`src/rtl/serial_ripple_subtractor.sv`:
```
// Bit-serial a - b: one full-subtractor cell plus a borrow flop, one bit per
// clock LSB first, with start/busy/done handshake and borrow/overflow/zero flags.
module serial_ripple_subtractor #(
  parameter int WIDTH = 4
) (
  input  logic             clk,
  input  logic             rst_n,
  input  logic             start,
  input  logic [WIDTH-1:0] a,
  input  logic [WIDTH-1:0] b,
  output logic             busy,
  output logic             done,
  output logic [WIDTH-1:0] diff,
  output logic             borrow_out,
  output logic             overflow,
  output logic             zero
);

  localparam int CW = $clog2(WIDTH) + 1;

  typedef enum logic [1:0] {
    IDLE,
    SHIFT,
    DONE
  } state_t;

  state_t           state_q;
  logic [WIDTH-1:0] a_sr_q;
  logic [WIDTH-1:0] b_sr_q;
  logic [WIDTH-1:0] res_q;
  logic             br_q;
  logic             a_msb_q;
  logic             b_msb_q;
  logic [CW-1:0]    cnt_q;

  logic             d_bit;
  logic             br_d;
  logic [WIDTH-1:0] res_d;
  logic             last_bit;

  always_comb begin
    d_bit    = a_sr_q[0] ^ b_sr_q[0] ^ br_q;
    br_d     = (~a_sr_q[0] & b_sr_q[0]) | (~(a_sr_q[0] ^ b_sr_q[0]) & br_q);
    res_d    = {d_bit, res_q[WIDTH-1:1]};
    last_bit = (cnt_q == CW'(WIDTH - 1));
  end

  // Result flags are loaded only on the completion edge, straight from the
  // next-state values, so partial results never reach the outputs.
  always_ff @(posedge clk or negedge rst_n) begin
    if (!rst_n) begin
      state_q    <= IDLE;
      a_sr_q     <= '0;
      b_sr_q     <= '0;
      res_q      <= '0;
      br_q       <= 1'b0;
      a_msb_q    <= 1'b0;
      b_msb_q    <= 1'b0;
      cnt_q      <= '0;
      busy       <= 1'b0;
      done       <= 1'b0;
      diff       <= '0;
      borrow_out <= 1'b0;
      overflow   <= 1'b0;
      zero       <= 1'b0;
    end else begin
      case (state_q)
        IDLE: begin
          done <= 1'b0;
          if (start) begin
            a_sr_q  <= a;
            b_sr_q  <= b;
            a_msb_q <= a[WIDTH-1];
            b_msb_q <= b[WIDTH-1];
            br_q    <= 1'b0;
            cnt_q   <= '0;
            busy    <= 1'b1;
            state_q <= SHIFT;
          end
        end
        SHIFT: begin
          a_sr_q <= a_sr_q >> 1;
          b_sr_q <= b_sr_q >> 1;
          br_q   <= br_d;
          res_q  <= res_d;
          cnt_q  <= cnt_q + CW'(1);
          if (last_bit) begin
            diff       <= res_d;
            borrow_out <= br_d;
            overflow   <= (a_msb_q != b_msb_q) && (d_bit != a_msb_q);
            zero       <= (res_d == '0);
            busy       <= 1'b0;
            done       <= 1'b1;
            state_q    <= DONE;
          end
        end
        DONE: begin
          done    <= 1'b0;
          state_q <= IDLE;
        end
        default: state_q <= IDLE;
      endcase
    end
  end

endmodule

```
`config.mk`:
```
export PLATFORM = sky130hd
export DESIGN_NAME = serial_ripple_subtractor
export DESIGN_NICKNAME = d
export VERILOG_FILES = /design/src/rtl/serial_ripple_subtractor.sv
export SDC_FILE = /design/constraint.sdc
export NUM_CORES = 1
export LEC_CHECK = 0
export BUFFER_PORTS_ARGS = -buffer_cell sky130_fd_sc_hd__buf_2
export CAP_MARGIN = 20
export CORE_UTILIZATION = 40
export DETAILED_ROUTE_END_ITERATION = 10
export SETUP_SLACK_MARGIN = 0.15
export SYNTH_ARGS = -nofsm -noshare
export SYNTH_HDL_FRONTEND = slang
export SYNTH_SLANG_ARGS = --single-unit
```
`constraint.sdc`:
```
create_clock -name clk -period 1.6 [get_ports clk]
set_input_delay 0.32 -clock clk [delete_from_list [all_inputs] [get_ports clk]]
set_output_delay 0.32 -clock clk [all_outputs]
set_load 0.02 [all_outputs]
```
## Word level (Yosys, flattened, before mapping)

Index checks and enable logic that the tools add are counted.

| operators by class | value |
|---|---|
| equality and inequality tests | 7 |
| bitwise gates (word level) | 7 |
| muxes and demuxes | 16 |
| $add $sub $neg | 1 |
| reduce and logical (&&, ||, !) cells | 12 |

Operators by type and width:

| cell | number |
|---|---|
| case mux 4 bit (2 select lines) | 2 |
| AND reduction 2 bit | 5 |
| two-way mux 4 bit | 2 |
| case mux 1 bit (2 select lines) | 3 |
| case mux 3 bit (2 select lines) | 1 |
| logical NOT 4 bit | 1 |
| two-way mux 1 bit | 4 |
| two-way mux 2 bit | 2 |
| inequality test 2 bit (second input constant) | 2 |
| case mux 2 bit (2 select lines) | 1 |
| nonzero test 2 bit | 2 |
| adder 3 x 1 -> 3 bit (second input constant) | 1 |
| == test 3 x 2 -> 1 bit (second input constant) | 1 |
| two-way mux 3 bit | 1 |
| AND reduction 3 bit | 1 |
| AND 1 bit | 2 |
| == test 2 x 1 -> 1 bit (second input constant) | 1 |
| == test 2 bit (second input constant) | 1 |
| logical NOT 2 bit | 1 |
| inequality test 1 bit | 2 |
| inverter 1 bit | 2 |
| OR reduction 2 bit | 1 |
| XOR 1 bit | 2 |
| logical AND 1 bit | 1 |
| bitwise OR 1 bit | 1 |

| word-level totals | value |
|---|---|
| bits of input ports | 11 |
| flip-flop bits (word level) | 29 |
| output and inout bits | 9 |

## Longest topological paths before layout

Gate-level depths: netlist (run 1).

| logic depth | value |
|---|---|
| word-level depth | 5 |
| gate-level depth with buffers | 6 |
| depth with buffers taken out | 5 |

## Least setup slack after synthesis (run 1)

No wires, ideal clock.

| path | value |
|---|---|
| path type | register to register |
| from | register a_sr_q[0] |
| to | register zero |
| required time | 1.517 ns |
| stages on the path, launching flop included | 4 |
| setup time | 0.083 ns |
| clock period less this slack | 1.620 ns |
| path slack | -0.020 ns |
| data arrival time | 1.537 ns |
| cells stage by stage | dfrtp_1 fa_1 or4_1 o21ai_0 |

| between the ends | value |
|---|---|
| cells in the longest elaborated chain, start to end | 3 |

RTL lines:

| what | RTL line | source |
|---|---|---|
| start: declaration | 28 | `logic [WIDTH-1:0] a_sr_q;` |
| start signal: assignment | 82 | `a_sr_q <= a_sr_q >> 1;` |
| XOR 1 bit (2 in a row) | 42 | `d_bit = a_sr_q[0] ^ b_sr_q[0] ^ br_q;` |
| via d_bit | 36 | `logic d_bit;` |
| logical NOT 4 bit | 91 | `zero <= (res_d == '0);` |
| end signal: assignment | 91 |  |
| end: declaration | 16 | `output logic zero` |

The timed path passes the listed nets, and every way through them passes these cells.
A chain may end at the register's enable or synchronous reset.

## Final worst setup path (run 1)

| path | value |
|---|---|
| from | register b_sr_q[0] |
| to | register overflow |

| between the ends | value |
|---|---|
| cells in the longest elaborated chain, start to end | 4 |

RTL lines:

| what | RTL line | source |
|---|---|---|
| start: declaration | 29 | `logic [WIDTH-1:0] b_sr_q;` |
| start signal: assignment | 83 | `b_sr_q <= b_sr_q >> 1;` |
| XOR 1 bit (2 in a row) | 42 |  |
| via d_bit | 36 |  |
| inequality test 1 bit | 90 | `overflow <= (a_msb_q != b_msb_q) && (d_bit != a_msb_q);` |
| logical AND 1 bit | 90 |  |
| end signal: assignment | 90 |  |
| end: declaration | 15 | `output logic overflow,` |

The timed path passes the listed nets, and every way through them passes these cells.

==> flow_metrics.py, run 1 <==
metrics = {
    "critical_path": {
        "critical_path_class": "reg2reg",
        "crit_family": "adder cells",
        "critical-path-max-stage-delay_ns": 0.47,
        "crit_buf_inv": 3,
        "cp-end-kind": "register",
        "crit_chain": "inv_2, fa_1, buf_4, buf_6, nor2b_1, a21oi_1, o21ai_1",
        "cp_max_fo": 4,
        "worst-endpoint-required_ns": 1.82,
        "cp.arrival_ns": 1.79,
        "slowest_stage": "fa_1",
        "start_kind": "register",
    },
    "layout": {
        "drive_gt1_share_pct": 34.1,
        "n_antenna_cell": 0,
        "most-common-layout-cells": "dfrtp_1, buf_2, nand2_1",
        "fin_nets": 141,
        "final_common_cell": "dfrtp_1",
        "syn_to_final_growth_pct": 19.8,
        "design_area_sq_um": 1400,
        "post-route-util_pct": 50.9,
    },
    "yosys": {
        "synth_warnings": 0,
        "synthCells": 100,
        "avgSynthCellArea_sq_um": 11.7,
        "syn_nets": 114,
        "syn-cell-area_sq_um": 1170,
        "yosysSeqAreaShare_pct": 59.8,
        "ys_ff_latch": 28,
        "ys_types": 22,
        "synth_area_leader_cell": "dfrtp_1",
        "synth_top_area_share_pct": 59.8,
        "synth.area.top_cells": "dfrtp_1, o21ai_0, mux2_2, nand2_1, mux2_1",
    },
    "clocking": {
        "cts_tree": "built",
        "cts-htree-levels": 1,
        "clk_latency_ns": 0.32,
        "clock_tree.root_cell": "clkbuf_4",
        "cts_sinks": 28,
        "cts-buffers-inserted": 3,
        "clockBufferDepth": 2,
        "clkSlewWorstSetupHoldPaths_ns": 0.15,
    },
    "floorplan": {
        "initial_core_util_pct": 42.5,
        "io_pins": 20,
        "die_h_um": 56.1,
        "die_w_um": 56.1,
        "coreArea_sq_um": 2760,
        "fp.dieArea_sq_um": 3150,
        "row_count": 19,
    },
    "grt": {
        "grt_usage_pct": 15.4,
        "grt_pass1_vias": 819,
        "grt_max_degree": 29,
        "gr-total-overflow": 0,
        "grt_pass1_wl_um": 3770,
        "antenna_found_initial": 0,
    },
    "timing": {
        "fin_crit_sh_pct": 98.2,
        "skew_ns": 0.00583,
        "maxSlewViolCount": 0,
        "rsz0062_at_grt": "true",
        "fin_crit_ns": 1.57,
        "fmax_ghz": 0.637,
        "setup_viol_count_final": 0,
        "worst_slew_pin_slew_ns": 0.603,
        "finalHoldViolCount": 0,
        "relSlewSlack_pct": 59.8,
    },
    "drt": {
        "antenna_left": 0,
        "routed_via_density": 5.32,
        "num_vias": 835,
        "wl_per_cell_um": 13.5,
        "drc": 0,
        "wirelength_um": 2120,
        "first_iter_violations": 34,
        "dr.pass1.iters": 4,
    },
    "placement": {
        "hpwl_um": 1550,
        "numPortBuffers": 19,
        "placed_area_sq_um": 1320,
        "gp_congestion": 0.754,
    },
    "hold_path": {
        "hp-class": "in2reg",
    },
    "flow_run": {
        "cap_violations": 0,
    },
    "status": {
        "outcome": "completed",
    },
    "pwr": {
        "power_density_nw_per_um2": 1970,
        "power_mw": 2.77,
        "ir_drop_mv": 1.01,
        "p_leak_nw": 0.678,
    },
}
## state kept, by name (all words and copies together), names as in the netlist, 2 cells and up
register and count:
diff 4, cnt_q 3, state_q 2, res_q 3, a_sr_q 4, b_sr_q 4
## final timing paths
path / startpoint / end / slack [ns] / cells past startpoint
min reg2reg: borrow_out$_DFFE_PN0P_ / borrow_out$_DFFE_PN0P_ / 0.49 / 2
min: a[3] / a_sr_q[3]$_DFFE_PN0P_ / 0.22 / 2
min in group asynchronous: rst_n / b_sr_q[0]$_DFFE_PN0P_ / 0.52 / 2
max: b_sr_q[0]$_DFFE_PN0P_ / overflow$_DFFE_PN0P_ / 0.03 / 7
max reg2reg: b_sr_q[0]$_DFFE_PN0P_ / overflow$_DFFE_PN0P_ / 0.03 / 7
max in group asynchronous: rst_n / borrow_out$_DFFE_PN0P_ / 0.69 / 2
## power by group
group | total, mW | switching [mW] | internal [mW]
logic | 1.20 | 0.616 | 0.586
registers | 1.23 | 0.206 | 1.02
clock network | 0.339 | 0.200 | 0.139
total | 2.77 | 1.02 | 1.75
## cells in the mapped netlist (all sizes together)
cell type,number
and3b,1
inv,6
nor2,1
o21ai,14
o21bai,1
a22oi,5
nand2,15
fa,1
and2,1
mux2,9
nand3b,1
buf,4
nor2b,2
nor3b,1
or4,1
dfrtp,28
a22o,2
a21oi,4
ha,2
a32o,1
## stage by stage
stage,setup TNS (ns),setup slack (ns),hold WS [ns],cells
4_1_cts,0,0.0232,0.214,157
2_1_floorplan,0,0.0597,0.0244,100
3_3_place_gp,0,0.0952,0.366,151
3_5_place_dp,0,0.0408,0.369,151
6_report,0,0.0296,0.220,157
5_1_grt,-0.0758,-0.0425,0.215,157
## kinds of logic after synthesis
family                     Yosys count  synth area share (%)
AOI/OAI and AO/OA                   27                  13.9
adders and majority gates            3                  3.85
buffers and inverters               10                  3.63
DFF                                 28                  59.8
muxes                                9                  8.65
and+or+nand+nor                     23                  10.2
## worst register-to-register path, cell delays in order (launching register included)
cell and delay [ns]:
dfrtp_1 0.39, inv_2 0.05, fa_1 0.47, buf_4 0.15, buf_6 0.11, nor2b_1 0.12, a21oi_1 0.11, o21ai_1 0.07
## metal layers
metal | wire, um | vias to the layer above | GRT usage, %
met1 | 1050 | 424 | 22.3
met2 | 1000 | 10 | 23.5
li1 | - | 399 | -
met5 | 0 | - | 0
met3 | 53 | 2 | 2.79
met4 | 19 | 0 | 5.23
## timing repair
action | in CTS | in global routing
hold endpoints to repair | 28 | 0
setup buffers | 1 | 0
pin swaps | 2 | 0
hold buffers | 1 | 0
setup endpoints to repair | 19 | 7
gates resized for setup | 5 | 4
## final cells by class
type / count / area (sq um)
clock buffers: 4 / 36.3
multi-input cells: 62 / 450
inverters: 6 / 22.5
fillers: 241 / 1360
well taps: 31 / 38.8
repair buffers: 26 / 154
flip-flops and latches: 28 / 701
No activity file was read; power rests on OpenSTA's default activity.
==> inputs of run 2 (changes only) <==
- PLACE_DENSITY_LB_ADDON: default -> 0.2
==> run 2 against run 1 <==
Global-route usage decreased by 0.52 points; register-to-register slack about the same; clock skew about the same; critical path depth decreased by 3; fmax about the same; setup slack improved by 0.00066 ns; sequential power about the same; cell count increased by 0.64%; worst hold slack got worse by 0.016 ns; power increased by 1.6%; final area increased by 0.98%; critical endpoint is now zero$_DFFE_PN0P_; highest routed layer unchanged.
==> flow_metrics.py, run 2 (same netlist as run 1, synthesis figures left out) <==
metrics = {
    "timing": {
        "finalHoldViolCount": 0,
        "timing.hold.ws_ns": 0.204,
        "fmax_ghz": 0.637,
        "rsz0062_at_grt": "true",
        "setup_viol_count_final": 0,
        "fin_crit_ns": 1.57,
        "maxSlewViolCount": 0,
        "worst_slew_pin_slew_ns": 0.603,
        "relSlewSlack_pct": 59.8,
        "fin_setup_tns_ns": 0,
        "fin_crit_sh_pct": 98.1,
        "skew_ns": 0.00580,
    },
    "critical_path": {
        "cp-end-kind": "register",
        "worst-endpoint-required_ns": 1.87,
        "cp.arrival_ns": 1.84,
        "cp_max_fo": 2,
        "critical_path_class": "reg2reg",
        "start_kind": "register",
    },
    "drt": {
        "first_iter_violations": 17,
        "routed_via_density": 5.18,
        "antenna_left": 0,
        "wl_per_cell_um": 13.3,
        "wirelength_um": 2100,
        "num_vias": 819,
        "drc": 0,
        "dr.pass1.iters": 4,
    },
    "layout": {
        "reg.largest.list": "a_sr_q: 4 flops, b_sr_q: 4 flops, diff: 4 flops",
        "most-common-layout-cells": "dfrtp_1, buf_2, nand2_1",
        "n_antenna_cell": 0,
        "fin_nets": 142,
        "drive_gt1_share_pct": 33.9,
        "final_common_cell": "dfrtp_1",
        "syn_to_final_growth_pct": 20.9,
    },
    "placement": {
        "gp_congestion": 0.810,
        "hpwl_um": 1550,
        "numPortBuffers": 19,
    },
    "clocking": {
        "clkSlewWorstSetupHoldPaths_ns": 0.15,
        "clock_tree.root_cell": "clkbuf_4",
        "cts-buffers-inserted": 3,
        "cts-htree-levels": 1,
        "clockBufferDepth": 2,
        "clk_latency_ns": 0.33,
        "cts_sinks": 28,
        "cts_tree": "built",
    },
    "flow_run": {
        "cap_violations": 0,
    },
    "grt": {
        "grt_max_degree": 29,
        "grt.met2_usage_pct": 21.6,
        "met1_usage_pct": 21.4,
        "grt.busiest_layer": "met2",
        "grt_usage_pct": 14.9,
        "antenna_found_initial": 0,
        "use_met3_pct": 2.09,
        "gr-total-overflow": 0,
        "grt_pass1_vias": 785,
        "grt_pass1_wl_um": 3550,
    },
    "status": {
        "outcome": "completed",
    },
    "hold_path": {
        "hp-class": "in2reg",
    },
    "floorplan": {
        "io_pins": 20,
        "row_count": 19,
        "die_w_um": 56.1,
        "fp.dieArea_sq_um": 3150,
        "initial_core_util_pct": 42.5,
        "coreArea_sq_um": 2760,
        "die_h_um": 56.1,
    },
    "pwr": {
        "power_mw": 2.81,
        "power_density_nw_per_um2": 1980,
        "ir_drop_mv": 0.922,
        "p_leak_nw": 0.680,
    },
}
## run 2: changes by cell type in the layout (fill, tap and decap cells not counted), sizes merged
cell / delta
buf: +1
## run 2: cell type report
type,instances,area [sq um]
clock buffers,4,36.3
well taps,31,38.8
multi-input cells,62,457
flip-flops and latches,28,701
fillers,258,1340
repair buffers,27,161
inverters,6,22.5
## run 2: power breakdown
part	total (mW)	leakage (nW)	internal, mW	switching [mW]
sequential	1.24	0.351	1.02	0.222
clock	0.348	0.0210	0.140	0.208
combinational	1.22	0.308	0.615	0.605
total	2.81	0.680	1.77	1.04
## run 2: through the flow
stage	cell area [sq um]	setup WS, ns	utilization (%)	instances
global placement	1330	0.0928	48.2	152
CTS	1400	0.0252	50.8	158
floorplan	1170	0.0597	-	100
global route	1420	-0.0333	51.4	158
finish	1420	0.0302	51.4	158
detailed placement	1330	0.0580	48.2	152
## run 2: worst paths after layout
| kind | slack (ns) | start | cells past startpoint | endpoint |
|---|---|---|---|---|
| max in group asynchronous | 0.70 | rst_n | 2 | done$_DFFE_PN0P_ |
| min in group asynchronous | 0.51 | rst_n | 2 | cnt_q[0]$_DFFE_PN0P_ |
| hold / removal | 0.20 | b[3] | 2 | b_msb_q$_DFFE_PN0P_ |
| setup / recovery | 0.03 | br_q$_DFFE_PN0P_ | 4 | zero$_DFFE_PN0P_ |
| hold reg to reg | 0.50 | done$_DFFE_PN0P_ | 2 | done$_DFFE_PN0P_ |
| setup reg to reg | 0.03 | br_q$_DFFE_PN0P_ | 4 | zero$_DFFE_PN0P_ |
## run 2: per-layer routing
metal / share of wire [%] / vias up / wire, um
met4: 2.5 / 0 / 53
met5: 0 / - / 0
met1: 50 / 397 / 1050
met2: 45 / 13 / 937
met3: 2.8 / 6 / 58
li1: - / 403 / -
## run 2: repair_timing
item,4_1_cts,5_1_grt
buffers inserted,1,0
hold buffers,1,0
endpoints found under the hold margin,28,0
pin swaps,1,0
resized for setup,5,4
endpoints found under the setup margin,6,7
## run 2: worst max-delay path, stage by stage (launching register included)
cell	delay (ns)
dfrtp_1	0.38
inv_2	0.04
fa_1	0.48
or4_1	0.48
o21ai_1	0.13
